===== config.mk =====
export PLATFORM = sky130hd
export DESIGN_NAME = fb_fetch_sched
export DESIGN_NICKNAME = d
export VERILOG_FILES = /design/src/rtl/fb_pkg.sv /design/src/rtl/fetch_credit.sv /design/src/rtl/fb_fetch_sched.sv
export SDC_FILE = /design/constraint.sdc
export NUM_CORES = 1
export LEC_CHECK = 0
export ABC_AREA = 1
export ABC_CLOCK_PERIOD_IN_PS = 5740
export CAP_MARGIN = 15
export CORE_MARGIN = 2
export CORE_UTILIZATION = 42
export CTS_CLUSTER_DIAMETER = 50
export DETAILED_ROUTE_END_ITERATION = 16
export PLACE_DENSITY = 0.69
export SLEW_MARGIN = 20
export SYNTH_ARGS = -nofsm -noshare
export SYNTH_HDL_FRONTEND = slang
export SYNTH_HIERARCHICAL = 1
export SYNTH_SLANG_ARGS = --single-unit

===== constraint.sdc =====
create_clock -name clock -period 5.74 [get_ports clock]
set_input_delay 0.861 -clock clock [delete_from_list [all_inputs] [get_ports clock]]
set_output_delay 0.861 -clock clock [all_outputs]
set_load 0.005 [all_outputs]

===== src/rtl/fb_pkg.sv =====
// Shared constants and types for the frame-buffer fetch path.
// Timing sets follow the video timing counter (active counts and last counts).
package fb_pkg;

    localparam int H_ACT_720   = 1280;
    localparam int V_ACT_720   = 720;
    localparam int H_LAST_720  = 1649;
    localparam int V_LAST_720  = 749;

    localparam int H_ACT_1080  = 1920;
    localparam int V_ACT_1080  = 1080;
    localparam int H_LAST_1080 = 2199;
    localparam int V_LAST_1080 = 1124;

    localparam int BURST_LEN_DEF  = 32;
    localparam int FIFO_DEPTH_DEF = 512;

    typedef enum logic [1:0] {
        IDLE,
        FETCH,
        WAIT_ACK,
        DONE
    } fetch_state_t;

    // Frame restart: first pixel of the first vertical-blanking line.
    function automatic logic is_restart(input logic [31:0] vcount,
                                        input logic [31:0] hcount,
                                        input int unsigned v_act);
        return (vcount == 32'(v_act)) && (hcount == '0);
    endfunction

endpackage


===== src/rtl/fetch_credit.sv =====
// Free-space credit counter for the display line FIFO.
// Saturates at FIFO_DEPTH; a pop while already full raises a sticky overrun.
module fetch_credit
    import fb_pkg::*;
#(
    parameter int FIFO_DEPTH = FIFO_DEPTH_DEF,
    parameter int BURST_LEN  = BURST_LEN_DEF,
    localparam int CW        = $clog2(FIFO_DEPTH) + 1
) (
    input  logic          i_clk,
    input  logic          i_rst,
    input  logic          i_pop,
    input  logic          i_take,
    input  logic          i_load,
    output logic [CW-1:0] o_credits,
    output logic          o_overrun
);

    localparam logic [CW-1:0] DEPTH = CW'(FIFO_DEPTH);
    localparam logic [CW-1:0] BURST = CW'(BURST_LEN);

    logic [CW-1:0] r_credits;
    logic          r_overrun;
    logic [CW:0]   w_sum;

    // One extra bit so credits + pop can exceed DEPTH before saturation.
    always_comb begin
        w_sum = {1'b0, r_credits} + {{CW{1'b0}}, i_pop};
        if (i_take) begin
            w_sum = w_sum - {1'b0, BURST};
        end
    end

    always_ff @(posedge i_clk or posedge i_rst) begin
        if (i_rst) begin
            r_credits <= DEPTH;
            r_overrun <= 1'b0;
        end else if (i_load) begin
            r_credits <= DEPTH;
            r_overrun <= 1'b0;
        end else begin
            r_credits <= (w_sum > {1'b0, DEPTH}) ? DEPTH : w_sum[CW-1:0];
            if (i_pop && (r_credits == DEPTH)) begin
                r_overrun <= 1'b1;
            end
        end
    end

    assign o_credits = r_credits;
    assign o_overrun = r_overrun;

endmodule


===== src/rtl/fb_fetch_sched.sv =====
// Frame-buffer read scheduler: issues burst reads that keep the line FIFO
// ahead of the display, walking the frame line by line from each restart.
module fb_fetch_sched
    import fb_pkg::*;
#(
    parameter int H_ACT       = H_ACT_720,
    parameter int V_ACT       = V_ACT_720,
    parameter int BURST_LEN   = BURST_LEN_DEF,
    parameter int FIFO_DEPTH  = FIFO_DEPTH_DEF,
    parameter int LINE_STRIDE = 2048,
    parameter int BASE_ADDR   = 0,
    parameter int ADDR_W      = 24
) (
    input  logic              clock,
    input  logic              reset,
    input  logic              enable,
    input  logic [31:0]       Vert_Count,
    input  logic [31:0]       Horz_Count,
    input  logic              pix_pop,
    input  logic              rd_ack,
    output logic              rd_req,
    output logic [ADDR_W-1:0] rd_addr,
    output logic              fifo_flush,
    output logic              frame_busy,
    output logic              overrun
);

    localparam int NBURST = H_ACT / BURST_LEN;
    localparam int BW     = $clog2(NBURST) + 1;
    localparam int LW     = $clog2(V_ACT) + 1;
    localparam int CW     = $clog2(FIFO_DEPTH) + 1;

    localparam logic [BW-1:0]     LAST_BURST = BW'(NBURST - 1);
    localparam logic [LW-1:0]     LAST_LINE  = LW'(V_ACT - 1);
    localparam logic [ADDR_W-1:0] A_BASE     = ADDR_W'(BASE_ADDR);
    localparam logic [ADDR_W-1:0] A_BURST    = ADDR_W'(BURST_LEN);
    localparam logic [ADDR_W-1:0] A_STRIDE   = ADDR_W'(LINE_STRIDE);
    localparam logic [CW-1:0]     C_BURST    = CW'(BURST_LEN);

    fetch_state_t      r_state;
    logic [ADDR_W-1:0] r_addr;
    logic [ADDR_W-1:0] r_line_base;
    logic [BW-1:0]     r_burst_cnt;
    logic [LW-1:0]     r_line_cnt;
    logic              r_req;
    logic [ADDR_W-1:0] r_rd_addr;
    logic              r_flush;
    logic              r_busy;

    logic              w_restart;
    logic              w_start;
    logic              w_take;
    logic [CW-1:0]     w_credits;
    logic              w_overrun;

    assign w_restart = is_restart(Vert_Count, Horz_Count, V_ACT);
    assign w_start   = w_restart && enable && ((r_state == IDLE) || (r_state == DONE));
    assign w_take    = (r_state == WAIT_ACK) && rd_ack;

    fetch_credit #(
        .FIFO_DEPTH (FIFO_DEPTH),
        .BURST_LEN  (BURST_LEN)
    ) u_credit (
        .i_clk     (clock),
        .i_rst     (reset),
        .i_pop     (pix_pop),
        .i_take    (w_take),
        .i_load    (w_start),
        .o_credits (w_credits),
        .o_overrun (w_overrun)
    );

    always_ff @(posedge clock or posedge reset) begin
        if (reset) begin
            r_state     <= IDLE;
            r_addr      <= A_BASE;
            r_line_base <= A_BASE;
            r_burst_cnt <= '0;
            r_line_cnt  <= '0;
            r_req       <= 1'b0;
            r_rd_addr   <= A_BASE;
            r_flush     <= 1'b0;
            r_busy      <= 1'b0;
        end else begin
            r_flush <= 1'b0;
            if (w_start) begin
                r_flush     <= 1'b1;
                r_addr      <= A_BASE;
                r_line_base <= A_BASE;
                r_burst_cnt <= '0;
                r_line_cnt  <= '0;
                r_state     <= FETCH;
                r_busy      <= 1'b1;
            end else begin
                case (r_state)
                    IDLE: ;
                    FETCH: begin
                        if (!enable) begin
                            r_state <= IDLE;
                            r_busy  <= 1'b0;
                        end else if (w_credits >= C_BURST) begin
                            r_req     <= 1'b1;
                            r_rd_addr <= r_addr;
                            r_state   <= WAIT_ACK;
                        end
                    end
                    WAIT_ACK: begin
                        if (rd_ack) begin
                            r_req <= 1'b0;
                            if (r_burst_cnt == LAST_BURST) begin
                                r_burst_cnt <= '0;
                                r_line_cnt  <= r_line_cnt + 1'b1;
                                r_line_base <= r_line_base + A_STRIDE;
                                r_addr      <= r_line_base + A_STRIDE;
                                if (r_line_cnt == LAST_LINE) begin
                                    r_state <= DONE;
                                    r_busy  <= 1'b0;
                                end else begin
                                    r_state <= FETCH;
                                end
                            end else begin
                                r_burst_cnt <= r_burst_cnt + 1'b1;
                                r_addr      <= r_addr + A_BURST;
                                r_state     <= FETCH;
                            end
                        end
                    end
                    // w_start already covered enable=1; a restart here means disabled.
                    DONE: begin
                        if (w_restart) begin
                            r_state <= IDLE;
                        end
                    end
                    default: begin
                        r_state <= IDLE;
                        r_busy  <= 1'b0;
                    end
                endcase
            end
        end
    end

    assign rd_req     = r_req;
    assign rd_addr    = r_rd_addr;
    assign fifo_flush = r_flush;
    assign frame_busy = r_busy;
    assign overrun    = w_overrun;

endmodule

# ---- Yosys cells after proc, flatten, opt, wreduce, memory -nomap -nowiden
# Index checks and enable logic that the tools add are counted.
# Widths: inputs -> output; s select.
dict set report word_totals {
  elab_cells 97
  inputBits 69
  register_bits 106
  output_inout_bits 28
}
dict set report classes {
  n_reduce_logical 21
  mux 40
  n_eq_ne 16
  bitwise 1
  order_cmp 2
  addsub 6
}
# op n
set op_table {}
lappend op_table {{$mux 24} 8}
lappend op_table {{$mux 11} 5}
lappend op_table {{$eq 32x10->1 const B} 1}
lappend op_table {{$logic_not 32->1} 1}
lappend op_table {{$mux 7} 4}
lappend op_table {{$add 24x12->24 const B} 1}
lappend op_table {{$add 24x6->24 const B} 1}
lappend op_table {{$mux 10} 2}
lappend op_table {{$mux 2} 7}
lappend op_table {{$add 10x1->11} 1}
lappend op_table {{$add 11x1->11 const B} 1}
lappend op_table {{$eq 11x10->1 const B} 1}
lappend op_table {{$gt 11x10->1 const B} 1}
lappend op_table {{$mux 1} 11}
lappend op_table {{$sub 11x6->11 const B} 1}
lappend op_table {{$eq 10x10->1 const B} 1}
lappend op_table {{$ge 10x6->1 const B} 1}
lappend op_table {{$reduce_and 5->1} 2}
lappend op_table {{$reduce_bool 2->1} 5}
lappend op_table {{$ne 3x2->1 const B} 3}
lappend op_table {{$reduce_and 4->1} 2}
lappend op_table {{$add 7x1->7 const B} 1}
lappend op_table {{$eq 7x6->1 const B} 1}
lappend op_table {{$ne 2x2->1 const B} 3}
lappend op_table {{other kinds (14)} 21}

# ---- Depth between registers and ports, before layout
dict set report logic_depth {
  depth_word 6
  mapped_depth 17
  ltp_nobuf 17
}

# ---- Modules after synthesis
# The synthesis kept the hierarchy.
# module cells_per_inst area_per_inst_um2 instances
set modules_own_cells {}
lappend modules_own_cells {fb_fetch_sched 678 4714.5 1}
lappend modules_own_cells {fetch_credit 145 1003.5 1}

# ---- Least setup slack after synthesis
# Ideal clock, no wire load.
dict set report synth_timing {
  path_type {in2reg}
  start {in pix_pop}
  end {reg u_credit.r_credits[0] (netlist: u_credit/o_credits[0])}
  path_slack_ns 3.312
  cell_stages 15
  t_arrival_ns 2.307
  required_time_ns 5.619
  setup_ns 0.121
  path_cell_list {ha_1 nand2_2 nor2_8 nand2_2 nand2_2 nand2_1 inv_1 ha_1 nand2_1 inv_1 nand3_2 xnor2_1 inv_2 nor2_8 nor2_2}
}
dict set report synth_via {
  elab_chain_cells 6
}
# element line_no
set synth_lines {}
lappend synth_lines {{start, declared} fb_fetch_sched.sv:19} ;# input logic pix_pop,
lappend synth_lines {{$add 10x1->11 (*)} fetch_credit.sv:28} ;# w_sum = {1'b0, r_credits} + {{CW{1'b0}}, i_pop};
lappend synth_lines {{$sub 11x6->11} fetch_credit.sv:30} ;# w_sum = w_sum - {1'b0, BURST};
lappend synth_lines {{$mux 11 (*)} fetch_credit.sv:29} ;# if (i_take) begin
lappend synth_lines {{$gt 11x10->1} fetch_credit.sv:42} ;# r_credits <= (w_sum > {1'b0, DEPTH}) ? DEPTH : w_sum[CW-1:0];
lappend synth_lines {{$mux 10 (*)} fetch_credit.sv:42}
lappend synth_lines {{$mux 10 (*)} fetch_credit.sv:38} ;# end else if (i_load) begin
lappend synth_lines {{end signal, assigned} fetch_credit.sv:42}
lappend synth_lines {{end, declared} fetch_credit.sv:22} ;# logic [CW-1:0] r_credits;
# Every way passes the cells marked *; elsewhere a longest branch is shown, timed or not.
# A chain may end at the register's enable or synchronous reset.

# ---- Worst setup path in the final report
dict set report layout_timing {
  start {in Horz_Count[5]}
  end {reg r_addr[7]}
}
dict set report layout_via {
  elab_chain_cells 6
}
# element line_no
set layout_lines {}
lappend layout_lines {{start, declared} fb_fetch_sched.sv:18} ;# input logic [31:0] Horz_Count,
lappend layout_lines {{$logic_not 32->1 (*)} fb_pkg.sv:29} ;# return (vcount == 32'(v_act)) && (hcount == '0);
lappend layout_lines {{$logic_and 1x1->1 (*)} fb_pkg.sv:29}
lappend layout_lines {{$logic_and 1x1->1 (*) (2 in a row)} fb_fetch_sched.sv:57} ;# assign w_start = w_restart && enable && ((r_state == IDLE) || (r_state == DONE));
lappend layout_lines {{$reduce_bool 2->1 (no source line)} n/a}
lappend layout_lines {{$reduce_and 2->1 (no source line)} n/a}
lappend layout_lines {{end signal, assigned} fb_fetch_sched.sv:114} ;# r_addr <= r_line_base + A_STRIDE;
lappend layout_lines {{end signal, assigned} fb_fetch_sched.sv:123} ;# r_addr <= r_addr + A_BURST;
lappend layout_lines {{end, declared} fb_fetch_sched.sv:41} ;# logic [ADDR_W-1:0] r_addr;
# Marks and branches as above.

==> summary.md <==
| Metric | Value |
|---|---|
| Max-cap viol count | 0 |
| RSZ-0062 raised after global routing | no |
| Slew Viols, Final | 0 |
| Total grt overflow | 0 |
| CTS sink cnt | 87 |
| Clock transition at the registers of the reported paths | about 0.070 ns |
| Netlist cell types | 40 |
| Fin util | 0.532 |
| Area Growth Syn to Fin | 23.8% |
| CP Class | in2reg |
| Largest net degree at the start of global routing | 51 |
| Worst slack at placement | approximately 2.2 ns |
| Max-slew headroom | 0.574 |
| # nets final | 995 |
| DR vias | about 5300 |
| # IOs | 97 |
| Pre-antenna DRT Iters | 5 |
| Wire per inst | 12.3 um |
| Skew final | ~0.0073 ns |
| Most common cell after layout, fill and taps aside | nand2_1 |
| CTS Hold Buffers Added | 0 |
| # DRC | 0 |
| Fmax | roughly 0.31 GHz |
| Crit path time final | between 3 and 4 ns |
| Critical path fanouts, max | 34 |
| Gr usage total | 0.194 |
| DIE WIDTH | ~120 um |
| Tcrit/Tclk final | 0.558 |
| Net count after synthesis | between 900 and 1000 |
| Final setup margin | 2.54 ns |
| Leak pwr | 0.00337 uW |
| Final hold violation count | 0 |
| CTS resizes | 0 |
| Synth Instances | ~800 |
| Die ar. | about 15000 sq um |
| First-pass GRT wire length | 23.0 mm |
| CTS tree | yes |
| Worst-Margin Slew | between 0.6 and 0.7 ns |
| Setup Buffers After CTS | 0 |
| Yosys warning total | 6 |
| Total negative slack | 0 ns |
| CP arrival | around 3.4 ns |
| PwrDens | 323 nW/um^2 |
| Hold slack | ~0.48 ns |
| CTS Buf Count | 9 |
| Cell area after synthesis | between 5000 and 6000 sq um |
| Most frequent cells in the layout | nand2_1 (234), nor2_1 (134), clkdlybuf4s50_1 (96), inv_1 (88), dfrtp_1 (86) |
| Initial antenna violation count | 0 |
| H-tree levels | 3 |
| Clk_lat worst skew | roughly 0.34 ns |
| Initial DRC count | 296 |
| Fraction of layout cells with a size suffix above 1 | 0.0879 |
| Number of global-route vias before repair | approximately 4800 |
| Routability Congestion | 0.855 |
| Sequential area share after synthesis | 0.381 |
| Rows | 42 |
| Final wirelength | between 10 and 15 mm |
| Routed vias/inst | slightly below 5 |
| Worst Setup Start Kind | primary input |
| Worst setup EP type | flip-flop |
| ANT nets after route | 0 |
| Diode count | 0 |
| Critical Path RT | ~6 ns |
| Hold/Removal Path Class | reg2reg |
| Placed wire-length estimate | around 10 mm |
| Total core area | about 13000 sq um |
| Starting Density | 0.430 |
| Average size of a mapped cell | 6.95 sq um |
| Count of input and output buffers | 96 |
| FF+latch count, synth | a little under 90 |
| Maximum clock path buffer count | 2 |
| Worst VDD drop | approximately 0.3 mV |
| Final setup vio count | 0 |
| Root Driver | clkbuf_16 |
| Status | complete, no violations |
| Die Ht | between 100 and 150 um |
through the flow:
| step | instance area, sq um | instances | power (uW) |
|---|---|---|---|
| 6_report | 7080 | 1097 | 2290 |
| 5_1_grt | 7080 | 1097 | 2460 |
| 4_1_cts | 7080 | 1097 | 2310 |
| 3_5_place_dp | 6800 | 1081 | 1740 |
| 3_3_place_gp | 6800 | 1081 | 1730 |
| 2_1_floorplan | 5720 | 823 | 1430 |
cells in the mapped netlist:
library cell | number | share of area
o22ai_1 | 2 | 0.0022
dfstp_2 | 1 | 0.0046
a21oi_1 | 12 | 0.011
nor2_2 | 15 | 0.016
buf_2 | 6 | 0.0053
nand3_2 | 10 | 0.018
nand3_1 | 60 | 0.053
buf_4 | 5 | 0.0066
nor3b_1 | 2 | 0.0026
xnor2_1 | 1 | 0.0015
nor2_8 | 3 | 0.011
nor2_4 | 5 | 0.0098
nor2_1 | 134 | 0.088
o21ai_1 | 10 | 0.0088
nand3b_1 | 1 | 0.0013
a41oi_1 | 1 | 0.0015
or2_2 | 4 | 0.0044
o21bai_1 | 1 | 0.0013
nor3b_2 | 1 | 0.0022
xor2_1 | 15 | 0.023
nor3_1 | 12 | 0.011
ha_1 | 10 | 0.022
a211oi_1 | 1 | 0.0013
inv_2 | 7 | 0.0046
clkinv_1 | 1 | 0.00066
o21ai_0 | 49 | 0.043
a31o_2 | 1 | 0.0015
a21o_1 | 1 | 0.0013
nand2_1 | 234 | 0.15
o21ai_4 | 1 | 0.0028
nand3_4 | 1 | 0.0031
nand4_1 | 21 | 0.023
o21bai_2 | 1 | 0.0020
dfrtp_1 | 86 | 0.38
inv_1 | 89 | 0.058
buf_6 | 4 | 0.0079
nand2_4 | 2 | 0.0039
nand2_2 | 10 | 0.011
nor4_1 | 2 | 0.0022
clkbuf_1 | 1 | 0.00066
report_power, final:
part	switching, uW	internal, uW
Clock	252	308
Sequential	126	756
Combinational	462	382
registers in the layout, indices dropped and copies added (netlist names):
signal and flops:
u_credit/o_overrun 1, r_state 2, r_line_base 13, r_addr 20
r_burst_cnt 7, rd_addr 20, r_line_cnt 11, fifo_flush 1
rd_req 1, u_credit/o_credits 10, frame_busy 1
kinds of logic (layout without fill, tap and decap cells):
logic type / count (synthesis) / count (layout) / share of synthesized area
DFF: 87 / 87 / 0.381
and+or+nand+nor: 517 / 517 / 0.412
AOI/OAI and AO/OA: 80 / 80 / 0.0762
adders and majority gates: 10 / 10 / 0.0219
xor gates and xnor gates: 16 / 16 / 0.0245
buffers and inverters: 113 / 211 / 0.0840
worst max-delay path, stage by stage:
cell	delay (ns)
clkdlybuf4s50_1	0.42
nor2_1	0.11
nand2_1	0.06
nor2_1	0.17
nand2_1	0.07
nor2_1	0.19
nand3_2	0.47
nand2_2	0.67
inv_2	0.16
o21ai_0	0.19
nor2_1	0.05
metal layers:
metal,up-vias,part of all wire,track usage
met4,0,0.018,0.0545
met3,22,0.034,0.0368
li1,2804,-,-
met1,2378,0.46,0.256
met2,84,0.49,0.326
met5,-,0,0
cell type report:
| type | instances | area, sq um |
|---|---|---|
| fill | 1291 | 6220 |
| multi-input combinational | 623 | 3060 |
| sequential | 87 | 2180 |
| timing repair buffer | 98 | 976 |
| inverter | 97 | 365 |
| clock buffer | 10 | 239 |
| tap | 176 | 220 |
| clock inverter | 6 | 41.3 |
path summary, 6_finish.rpt:
check / startpoint / slack (ns) / to / cells past startpoint
min reg2reg: rd_addr[15]$_DFFE_PP0P_ / 0.48 / rd_addr[15]$_DFFE_PP0P_ / 2
min: rd_addr[15]$_DFFE_PP0P_ / 0.48 / rd_addr[15]$_DFFE_PP0P_ / 2
max in group asynchronous: reset / 3.87 / rd_addr[4]$_DFFE_PP0P_ / 3
max reg2reg: r_state[0]$_DFFE_PP0P_ / 3.15 / r_addr[7]$_DFFE_PP0P_ / 9
max: Horz_Count[5] / 2.54 / r_addr[7]$_DFFE_PP0P_ / 11
min in group asynchronous: reset / 0.86 / u_credit/o_overrun$_DFFE_PP0P_ / 2
Power figures use the tool's default switching activity.
